<file path="src/rtl/vga_timing_gen.sv">
// vga_timing_gen: VGA raster timing for the display path. It divides the
// system clock into a pixel strobe, keeps the h/v counters, and decodes the
// sync pulses and the active-video flag with no skew against the counters.
// Optional feature macro: VGA_SCROLL_PHASE_EN adds the ground-stripe scroll
// phase. That phase steps every SCROLL_FRAMES frames while the game is playing.
module vga_timing_gen #(
    parameter int unsigned H_ACTIVE      = 640,
    parameter int unsigned H_FP          = 16,
    parameter int unsigned H_SYNC        = 96,
    parameter int unsigned H_BP          = 48,
    parameter int unsigned V_ACTIVE      = 480,
    parameter int unsigned V_FP          = 10,
    parameter int unsigned V_SYNC        = 2,
    parameter int unsigned V_BP          = 33,
    parameter int unsigned CLK_DIV       = 4,
    parameter int unsigned SCROLL_FRAMES = 2,
    parameter int unsigned SCROLL_PERIOD = 20
) (
    input  logic        clk,
    input  logic        rst,
    input  logic [2:0]  state,
    output logic [10:0] hcounter,
    output logic [10:0] vcounter,
    output logic        hsync,
    output logic        vsync,
    output logic        video_on,
    output logic        pix_en,
    output logic        frame_start,
    output logic [4:0]  scroll_phase
);

    localparam int unsigned H_TOTAL = H_ACTIVE + H_FP + H_SYNC + H_BP;
    localparam int unsigned V_TOTAL = V_ACTIVE + V_FP + V_SYNC + V_BP;
    localparam int unsigned DIV_W   = $clog2(CLK_DIV);

    localparam logic [DIV_W-1:0] DIV_LAST = DIV_W'(CLK_DIV - 1);
    localparam logic [10:0] H_LAST   = 11'(H_TOTAL - 1);
    localparam logic [10:0] V_LAST   = 11'(V_TOTAL - 1);
    localparam logic [10:0] H_ACT    = 11'(H_ACTIVE);
    localparam logic [10:0] V_ACT    = 11'(V_ACTIVE);
    localparam logic [10:0] HS_START = 11'(H_ACTIVE + H_FP);
    localparam logic [10:0] HS_END   = 11'(H_ACTIVE + H_FP + H_SYNC);
    localparam logic [10:0] VS_START = 11'(V_ACTIVE + V_FP);
    localparam logic [10:0] VS_END   = 11'(V_ACTIVE + V_FP + V_SYNC);

    logic [DIV_W-1:0] div;
    logic [DIV_W-1:0] div_nxt;
    logic [10:0]      h_nxt;
    logic [10:0]      v_nxt;
    logic             frame_wrap;

    // Next divider and raster position; decodes are taken from these so they track the counters
    always_comb begin
        div_nxt    = (div == DIV_LAST) ? '0 : div + DIV_W'(1);
        h_nxt      = hcounter;
        v_nxt      = vcounter;
        frame_wrap = 1'b0;
        if (pix_en) begin
            if (hcounter == H_LAST) begin
                h_nxt = '0;
                if (vcounter == V_LAST) begin
                    v_nxt      = '0;
                    frame_wrap = 1'b1;
                end else begin
                    v_nxt = vcounter + 11'd1;
                end
            end else begin
                h_nxt = hcounter + 11'd1;
            end
        end
    end

    // Pixel divider, raster counters and registered decodes
    always_ff @(posedge clk) begin
        if (rst) begin
            div         <= '0;
            pix_en      <= 1'b0;
            hcounter    <= '0;
            vcounter    <= '0;
            hsync       <= 1'b1;
            vsync       <= 1'b1;
            video_on    <= 1'b1;
            frame_start <= 1'b0;
        end else begin
            div         <= div_nxt;
            pix_en      <= (div_nxt == DIV_LAST);
            hcounter    <= h_nxt;
            vcounter    <= v_nxt;
            hsync       <= !((h_nxt >= HS_START) && (h_nxt < HS_END));
            vsync       <= !((v_nxt >= VS_START) && (v_nxt < VS_END));
            video_on    <= (h_nxt < H_ACT) && (v_nxt < V_ACT);
            frame_start <= frame_wrap;
        end
    end

`ifdef VGA_SCROLL_PHASE_EN
    localparam int unsigned FC_W    = $clog2(SCROLL_FRAMES + 1);
    localparam logic [FC_W-1:0] FC_LAST = FC_W'(SCROLL_FRAMES - 1);
    localparam logic [4:0]      SP_LAST = 5'(SCROLL_PERIOD - 1);
    localparam logic [2:0]      PLAYING = 3'b011;

    logic [FC_W-1:0] frame_cnt;

    // Frame counter and scroll phase; only frames that start while playing count
    always_ff @(posedge clk) begin
        if (rst) begin
            frame_cnt    <= '0;
            scroll_phase <= '0;
        end else if (frame_start && (state == PLAYING)) begin
            if (frame_cnt == FC_LAST) begin
                frame_cnt    <= '0;
                scroll_phase <= (scroll_phase == SP_LAST) ? 5'd0 : scroll_phase + 5'd1;
            end else begin
                frame_cnt <= frame_cnt + FC_W'(1);
            end
        end
    end
`else
    logic unused_state;

    // Scroll feature absent: phase pinned at zero and the game state is ignored
    assign scroll_phase = 5'd0;
    assign unused_state = ^state;
`endif

endmodule

</file>
<file path="config.mk">
export PLATFORM = sky130hd
export DESIGN_NAME = vga_timing_gen
export DESIGN_NICKNAME = d
export VERILOG_FILES = /design/src/rtl/vga_timing_gen.sv
export SDC_FILE = /design/constraint.sdc
export NUM_CORES = 1
export LEC_CHECK = 0
export CAP_MARGIN = 10
export CELL_PAD_IN_SITES_DETAIL_PLACEMENT = 1
export CELL_PAD_IN_SITES_GLOBAL_PLACEMENT = 1
export CORE_MARGIN = 3
export CORE_UTILIZATION = 30
export DETAILED_ROUTE_END_ITERATION = 6
export PLACE_DENSITY = 0.75
export SYNTH_ARGS = -nofsm -noshare
export SYNTH_HDL_FRONTEND = slang
export SYNTH_SLANG_ARGS = --single-unit
</file>
<file path="constraint.sdc">
create_clock -name clk -period 4.1 [get_ports clk]
set_input_delay 0.82 -clock clk [delete_from_list [all_inputs] [get_ports clk]]
set_output_delay 0.82 -clock clk [all_outputs]
set_load 0.01 [all_outputs]
</file>
# Word level (Yosys, flattened, before mapping)
# Cells that the tools add are included.
word_totals:
  out_inout_bits: 32
  regBits: 29
  elab_cells: 36
classes:
  n_mux: 7
  n_reduce_logical: 6
  order_cmp: 6
  addsub: 3
  n_eq_ne: 4
  bitwise_logic: 2
op_table:
  columns: ["operator", "n"]
  rows:
  - ["$mux 11", 5]
  - ["$add 11x1->11 const B", 2]
  - ["$eq 11x10->1 const B", 2]
  - ["$lt 11x10->1 const B", 2]
  - ["$lt 11x9->1 const B", 2]
  - ["$ge 11x10->1 const B", 1]
  - ["$ge 11x9->1 const B", 1]
  - ["$eq 2x2->1 const B", 2]
  - ["$logic_and 1x1->1", 3]
  - ["$reduce_or 3->1", 1]
  - ["$add 2x1->2 const B", 1]
  - ["$logic_not 1->1", 2]
  - ["$mux 2", 1]
  - ["$not 1->1", 2]
  - ["$mux 1", 1]

# Depth between registers and ports, before layout
# Gate-level depths: netlist of run 1.
depth:
  word_depth: 7
  ltp_mapped: 9
  depth_no_buf: 6

# Worst setup path before layout of run 1
# No wires, ideal clock.
synth_path:
  path_type: "register to register"
  start: "reg hcounter[0]"
  end: "reg vsync"
  arrival_ns: 2.132
  path_stages_with_launch: 8
  slack_ns: 1.843
  path_buffers: 1
  synth_period_minus_slack_ns: 2.257
  setup_ns: 0.124
  required_time_ns: 3.976
  cell_sequence: "dfxtp_1 ha_1 and3_1 buf_2 nand4_1 or4_1 a211o_1 a2111o_1"
synth_between:
  elab_chain_len: 6
  word_cells_on_any_way: 7
synth_rtl:
  columns: ["element", "line_no", "rtl"]
  rows:
  - ["from (decl)", "22", "output logic [10:0] hcounter,"]
  - ["from (signal assigned)", "87", "hcounter <= h_nxt;"]
  - ["$eq 11x10->1 *", "59", "if (hcounter == H_LAST) begin"]
  - ["$mux 11 *", "59", null]
  - ["$mux 11 *", "58", "if (pix_en) begin"]
  - ["$ge 11x9->1 or $lt 11x9->1 (tied branches)", "90", "vsync <= !((v_nxt >= VS_START) && (v_nxt < VS_END));"]
  - ["$logic_and 1x1->1 *", "90", null]
  - ["$logic_not 1->1 *", "90", null]
  - ["to (signal assigned)", "90", null]
  - ["to (decl)", "25", "output logic vsync,"]
# Mark *: on every way between the ends. The rest lies on a longest branch, timed or not.
# A chain may end at the register's enable or synchronous reset.

# Worst setup path in the final report of run 1
layout_path:
  start: "reg hcounter[1]"
  end: "reg vsync"
# Same word-level chain as after synthesis.

==> flow_summary.ini, run 1 <==
[hold_path]
hold_start = div[0]$_SDFF_PP0_
hold_path_end = div[0]$_SDFF_PP0_
hold_class = reg2reg
min_path_cells = 1

[critical_path]
required_ps = 4280
crit_path_cell_trace = ha_1, and3_1, and4_1, mux2i_1, a211o_1, a2111o_1
cpLargestDelayFamily = simple AND/OR/NAND/NOR gates
crit_slowest_cell = and4_1
endpoint_kind = register
cp-start-kind = register
rrSetupSlack_ps = 1490
path_buf_inv = 0
worstSetupPathType = reg2reg
slowest_delay_ps = 670
reg2reg_depth = 6
r2r_start = hcounter[1]$_SDFF_PP0_
reg2reg_to = vsync$_SDFF_PP1_
arrival_ps = 2790
worstPathMaxFanout = 17

[layout]
num_antenna_cells = 0
nFillCells = 635
nNetsFinal = 221
drive_gt1_share_pct = 6.604
syn2layout_area_growth_pct = 24.82
final_common_cell = dfxtp_1
mostFrequentLayoutCells = dfxtp_1 (29), clkdlybuf4s50_1 (28), nor2_1 (16), nand3_1 (12), nand2_1 (10)

[sta]
fmax_mhz = 382.7
period_needed_ps = 2613
finalCritPeriodShare_pct = 63.73
finalWorstSetupSlack_ps = 1487
fin_tns_setup_ps = 0
finClkSkew_ps = 7.134
rsz0062_at_grt = no
finalHoldViolCount = 0
drv_slew = 0
setup_viol = 0
tightest_slew_ps = 659.6
slew_headroom_pct = 56.02

[synth]
postSynthAreaPerCell_sq_um = 8.738
yosysWarnings = 0
ys_seq_area_share_pct = 36.11
yosys.cell_types.count = 46
synth_seq_cells = 29
synth_area_sq_um = 1608
syn_inst = 184

[run]
maxCapViolCount = 0

[detailed_routing]
wirelength_met1_mm = 1.932
wl_met2_mm = 1.863
dr.max_layer_used = met4
drc = 0
avgRoutedWirePerCell_um = 14.26
met3_length_um = 132
firstDrtPassIters = 4
ant_nets = 0
num_vias = 1435
drt-initial-drc-count = 78
vias_per_cell = 5.089
wirelength_mm = 4.022

[power_and_ir_drop]
power.total_mw = 0.5597
seqPwrFrac_pct = 52.8
p_int_mw = 0.4179
peakVddDrop_mv = 0.1124
power_frac_comb_pct = 5.2
total_leakage_power_nw = 0.7846
sw_frac_of_total_pct = 25.34
p_per_area_nw_per_um2 = 278.9
p_sw_mw = 0.1418
clkPwrFrac_pct = 42.0

[clocking]
clock_tree.root_cell = clkbuf_8
cts-htree-levels = 2
clk_latency_ps = 290
clockBufferDepth = 2
clkTransAtPathRegs_ps = 70
numCtsBuffers = 5
cts-resized-gates = 0
postCtsSetupBuffers = 0
cts_tree = built
clock-sinks = 29
hold_buffers = 0

[floorplan]
num_rows = 26
start_util_pct = 31.28
ios = 37
dieWidth_um = 79.21
core-area_sq_um = 5140
die-area_sq_um = 6273
fp.dieH_um = 79.21

[grt]
overflow = 0
antenna_found_initial = 0
grt_max_degree = 21
grt_pass1_vias = 1318
grt_usage_pct = 13.50
grt_pass1_wl_mm = 6.630

[place]
place.gp.congestion = 0.8458
numPortBuffers = 28
place_hpwl_mm = 2.968
place_ws_ps = 1510

[outcome]
status = complete, no violations
layer usage:
| metal | global-route usage, % | up-vias |
|---|---|---|
| met5 | 0 | - |
| met4 | 6.701 | 0 |
| met3 | 2.381 | 8 |
| met2 | 20.88 | 21 |
| met1 | 17.99 | 695 |
| li1 | - | 711 |
kinds of logic after synthesis:
| kind of cell | synth area share, % |
|---|---|
| compound gates | 15.18 |
| xor+xnor | 6.537 |
| fa+ha+maj | 3.891 |
| buf+inv | 6.459 |
| flops | 36.11 |
| mux | 1.868 |
| other cells | 0.2332 |
| simple gates | 29.73 |
final cells by class:
cell class / count / area [sq um] / share of cell area [%]
Multi-Input combinational cell: 140 / 938.4 / 46.76
Clock buffer: 5 / 68.82 / 3.429
Clock inverter: 3 / 17.52 / 0.8728
Inverter: 5 / 18.77 / 0.9352
Timing Repair Buffer: 30 / 295.3 / 14.71
Sequential cell: 29 / 580.6 / 28.93
Tap cell: 70 / 87.58 / 4.364
metrics by stage:
stage               cell area (sq um)  util, %  cells  hold WS (ps)
global placement                 1921    37.37    274         439.3
CTS                              2007    39.05    282         460.1
finish                           2007    39.05    282         457.6
global route                     2007    39.05    282         499.0
detailed placement               1921    37.37    274         450.7
floorplan                        1623        -    188         425.4
cell usage after synthesis (all sizes together):
| cell type | count | area share (%) |
|---|---|---|
| or4 | 3 | 1.4 |
| o211ai | 4 | 1.9 |
| a21boi | 1 | 0.47 |
| ha | 5 | 3.9 |
| or3 | 1 | 0.39 |
| and4 | 2 | 1.1 |
| a32oi | 1 | 0.54 |
| inv | 5 | 1.2 |
| a2111o | 1 | 0.70 |
| o22ai | 2 | 0.78 |
| and3 | 10 | 4.0 |
| nor4bb | 1 | 0.62 |
| o31ai | 1 | 0.47 |
| o211a | 1 | 0.62 |
| o22a | 1 | 0.54 |
| and2 | 6 | 2.3 |
| conb | 1 | 0.23 |
| nor4b | 2 | 3.0 |
| o21ai | 2 | 0.62 |
| a211o | 3 | 1.6 |
| nand4 | 7 | 2.7 |
| nand4b | 1 | 0.54 |
| a311oi | 2 | 1.1 |
| nor2 | 16 | 3.7 |
| buf | 11 | 4.6 |
| xor2 | 7 | 3.8 |
| a2bb2oi | 1 | 0.54 |
| nand3 | 12 | 3.7 |
| mux2i | 3 | 1.9 |
| dfxtp | 29 | 36 |
| o21a | 1 | 0.47 |
| nand2b | 2 | 0.78 |
| a21o | 3 | 1.5 |
| nor3 | 5 | 1.6 |
| xnor2 | 5 | 2.7 |
| clkbuf | 3 | 0.70 |
| a21oi | 6 | 1.9 |
| a31oi | 1 | 0.39 |
| o41ai | 2 | 1.1 |
| nor4 | 1 | 0.39 |
| nor2b | 3 | 1.2 |
| nand2 | 10 | 2.3 |
registers in the layout, indices dropped and copies added, names as in the netlist:
| name | flops |
|---|---|
| hcounter | 11 |
| vcounter | 11 |
| div | 2 |
| frame_start | 1 |
| hsync | 1 |
| pix_en | 1 |
| video_on | 1 |
| vsync | 1 |
worst register-to-register path, cell delays in order (launching register included):
cell      delay [ps]
dfxtp_1          400
ha_1             240
and3_1           310
and4_1           670
mux2i_1          210
a211o_1          320
a2111o_1         360
worst max-delay path by stage:
stage                                      start          endpoint  slack (ps)  cells after the start
after global routing      hcounter[1]$_SDFF_PP0_  vsync$_SDFF_PP1_        1360                      6
after CTS                 hcounter[1]$_SDFF_PP0_  vsync$_SDFF_PP1_        1490                      6
after floorplan           hcounter[0]$_SDFF_PP0_  vsync$_SDFF_PP1_        1840                      7
after detailed placement  hcounter[1]$_SDFF_PP0_  vsync$_SDFF_PP1_        1510                      6
final                     hcounter[1]$_SDFF_PP0_  vsync$_SDFF_PP1_        1490                      6
after global placement    hcounter[0]$_SDFF_PP0_  vsync$_SDFF_PP1_        1530                      6
power groups by stage:
stage | combinational (mW) | clock, mW | sequential (mW)
after floorplan | 0.0217 | 0 | 0.300
after global placement | 0.0289 | 0 | 0.302
after detailed placement | 0.0292 | 0 | 0.302
after CTS | 0.0294 | 0.244 | 0.295
after global routing | 0.0341 | 0.256 | 0.296
final | 0.0293 | 0.235 | 0.295
(Power assumes the default switching activity.)
==> run 2, diff against run 1 <==
clock period = 2.6 ns   (was 4.1 ns; I/O delays follow)
==> run 2 against run 1 <==
  * Die area is the same
  * Critical path type unchanged
  * Critical endpoint unchanged
  * First-iteration DRC count shrank 36%
  * Final cell count grew 2.5%
  * Clock-buffer cell count grew 2
==> flow_summary.ini, run 2 (synthesis results as in run 1) <==
[outcome]
status = complete, no violations

[clocking]
clockBufferDepth = 2
cts-htree-levels = 2
clock_tree.root_cell = clkbuf_8
clock-sinks = 29
postCtsSetupBuffers = 0
clkTransAtPathRegs_ps = 70
clk_latency_ps = 270
numCtsBuffers = 5
cts_tree = built

[critical_path]
slowest_delay_ps = 520
reg2reg_depth = 6
path_buf_inv = 0
startpoint = hcounter[1]$_SDFF_PP0_
cp-start-kind = register
arrival_ps = 2560
r2r_start = hcounter[1]$_SDFF_PP0_
worstPathMaxFanout = 7
crit_path_cell_trace = ha_1, and3_1, nand4_1, or4_1, a211o_1, a2111o_1
endpoint_kind = register
required_ps = 2760
reg2reg_to = vsync$_SDFF_PP1_
cpLargestDelayFamily = simple AND/OR/NAND/NOR gates
rrSetupSlack_ps = 200
worstSetupPathType = reg2reg
crit_slowest_cell = or4_1

[sta]
finClkSkew_ps = 7.975
setup_viol = 0
fmax_mhz = 417.3
period_needed_ps = 2396
finalHoldViolCount = 0
fin_tns_setup_ps = 0
drv_slew = 0
finalCritPeriodShare_pct = 92.17
rsz0062_at_grt = no

[power_and_ir_drop]
p_int_mw = 0.6871
power.total_mw = 0.8886
p_sw_mw = 0.2015
clkPwrFrac_pct = 41.8
sw_frac_of_total_pct = 22.67
p_per_area_nw_per_um2 = 429.7
total_leakage_power_nw = 0.8286
peakVddDrop_mv = 0.2458
power_frac_comb_pct = 6.0
seqPwrFrac_pct = 52.2

[place]
numPortBuffers = 28
place.gp.congestion = 0.8015
place_hpwl_mm = 3.311

[floorplan]
ios = 37
start_util_pct = 31.28
core-area_sq_um = 5140
fp.dieH_um = 79.21
dieWidth_um = 79.21
num_rows = 26
die-area_sq_um = 6273

[detailed_routing]
drc = 0
ant_nets = 0
num_vias = 1486
firstDrtPassIters = 4
drt-initial-drc-count = 50
avgRoutedWirePerCell_um = 14.98
vias_per_cell = 5.142
wirelength_mm = 4.328

[hold_path]
hold_start = div[0]$_SDFF_PP0_
hold_class = reg2reg
min_path_cells = 1
hold_path_end = div[0]$_SDFF_PP0_

[layout]
mostFrequentLayoutCells = dfxtp_1 (29), clkdlybuf4s50_1 (28), nor2_1 (16), nand3_1 (12)
nNetsFinal = 229
reg_top3 = hcounter: 11 flops, vcounter: 11 flops, div: 2 flops
nFillCells = 641
final_common_cell = dfxtp_1
syn2layout_area_growth_pct = 28.64
num_antenna_cells = 0
drive_gt1_share_pct = 9.589

[grt]
antenna_found_initial = 0
grt_pass1_wl_mm = 7.458
grt_pass1_vias = 1490
grt_max_degree = 20
overflow = 0
grt_usage_pct = 15.02

[run]
maxCapViolCount = 0
## run 2: worst max path at each step
stage | to | slack (ps) | cells after the start
finish | vsync$_SDFF_PP1_ | 200 | 6
global route | vsync$_SDFF_PP1_ | 80 | 6
CTS | vsync$_SDFF_PP1_ | 160 | 6
detailed placement | vsync$_SDFF_PP1_ | 170 | 6
global placement | vsync$_SDFF_PP1_ | 190 | 6
floorplan | vsync$_SDFF_PP1_ | 340 | 7
## run 2: area by class of cell
class	instances	area (sq um)	share of cell area (%)
clock buffers	7	86.33	4.174
inverters	5	18.77	0.9074
multi-input cells	140	939.7	45.43
flip-flops and latches	29	580.6	28.07
well taps	70	87.58	4.235
repair buffers	38	355.3	17.18
## run 2: power groups by stage
stage	Sequential [mW]	Clock [mW]	Combinational, mW
floorplan	0.473	0	0.0342
global placement	0.474	0	0.0520
detailed placement	0.474	0	0.0541
CTS	0.464	0.387	0.0543
global route	0.466	0.406	0.0601
finish	0.464	0.371	0.0533
## run 2: timing repair
| item | in CTS | in global routing |
|---|---|---|
| hold buffers | 0 | 0 |
| endpoints found under the setup margin | 0 | 2 |
| gates resized for setup | 0 | 1 |
## run 2: through the flow
step | setup WS [ps] | utilization, % | area [sq um] | std cells | hold slack [ps]
5_1_grt | 79.14 | 40.24 | 2068 | 289 | 505.1
4_1_cts | 155.3 | 40.21 | 2067 | 289 | 467.7
6_report | 203.6 | 40.24 | 2068 | 289 | 457.3
2_1_floorplan | 343.3 | - | 1623 | 188 | 425.4
3_5_place_dp | 169.5 | 38.53 | 1981 | 282 | 459.6
3_3_place_gp | 191.5 | 38.53 | 1981 | 282 | 439.4
## run 2: routing by layer
metal  wire length (um)  share of wire [%]  GRT usage, %  up-vias
li1                   -                  -             -      729
met1               2052                 47         19.78      734
met2               2111                 49         24.83       18
met3                118                2.7         2.948        5
met4                 45                1.0         4.296        0
met5                  0                  0             0        -
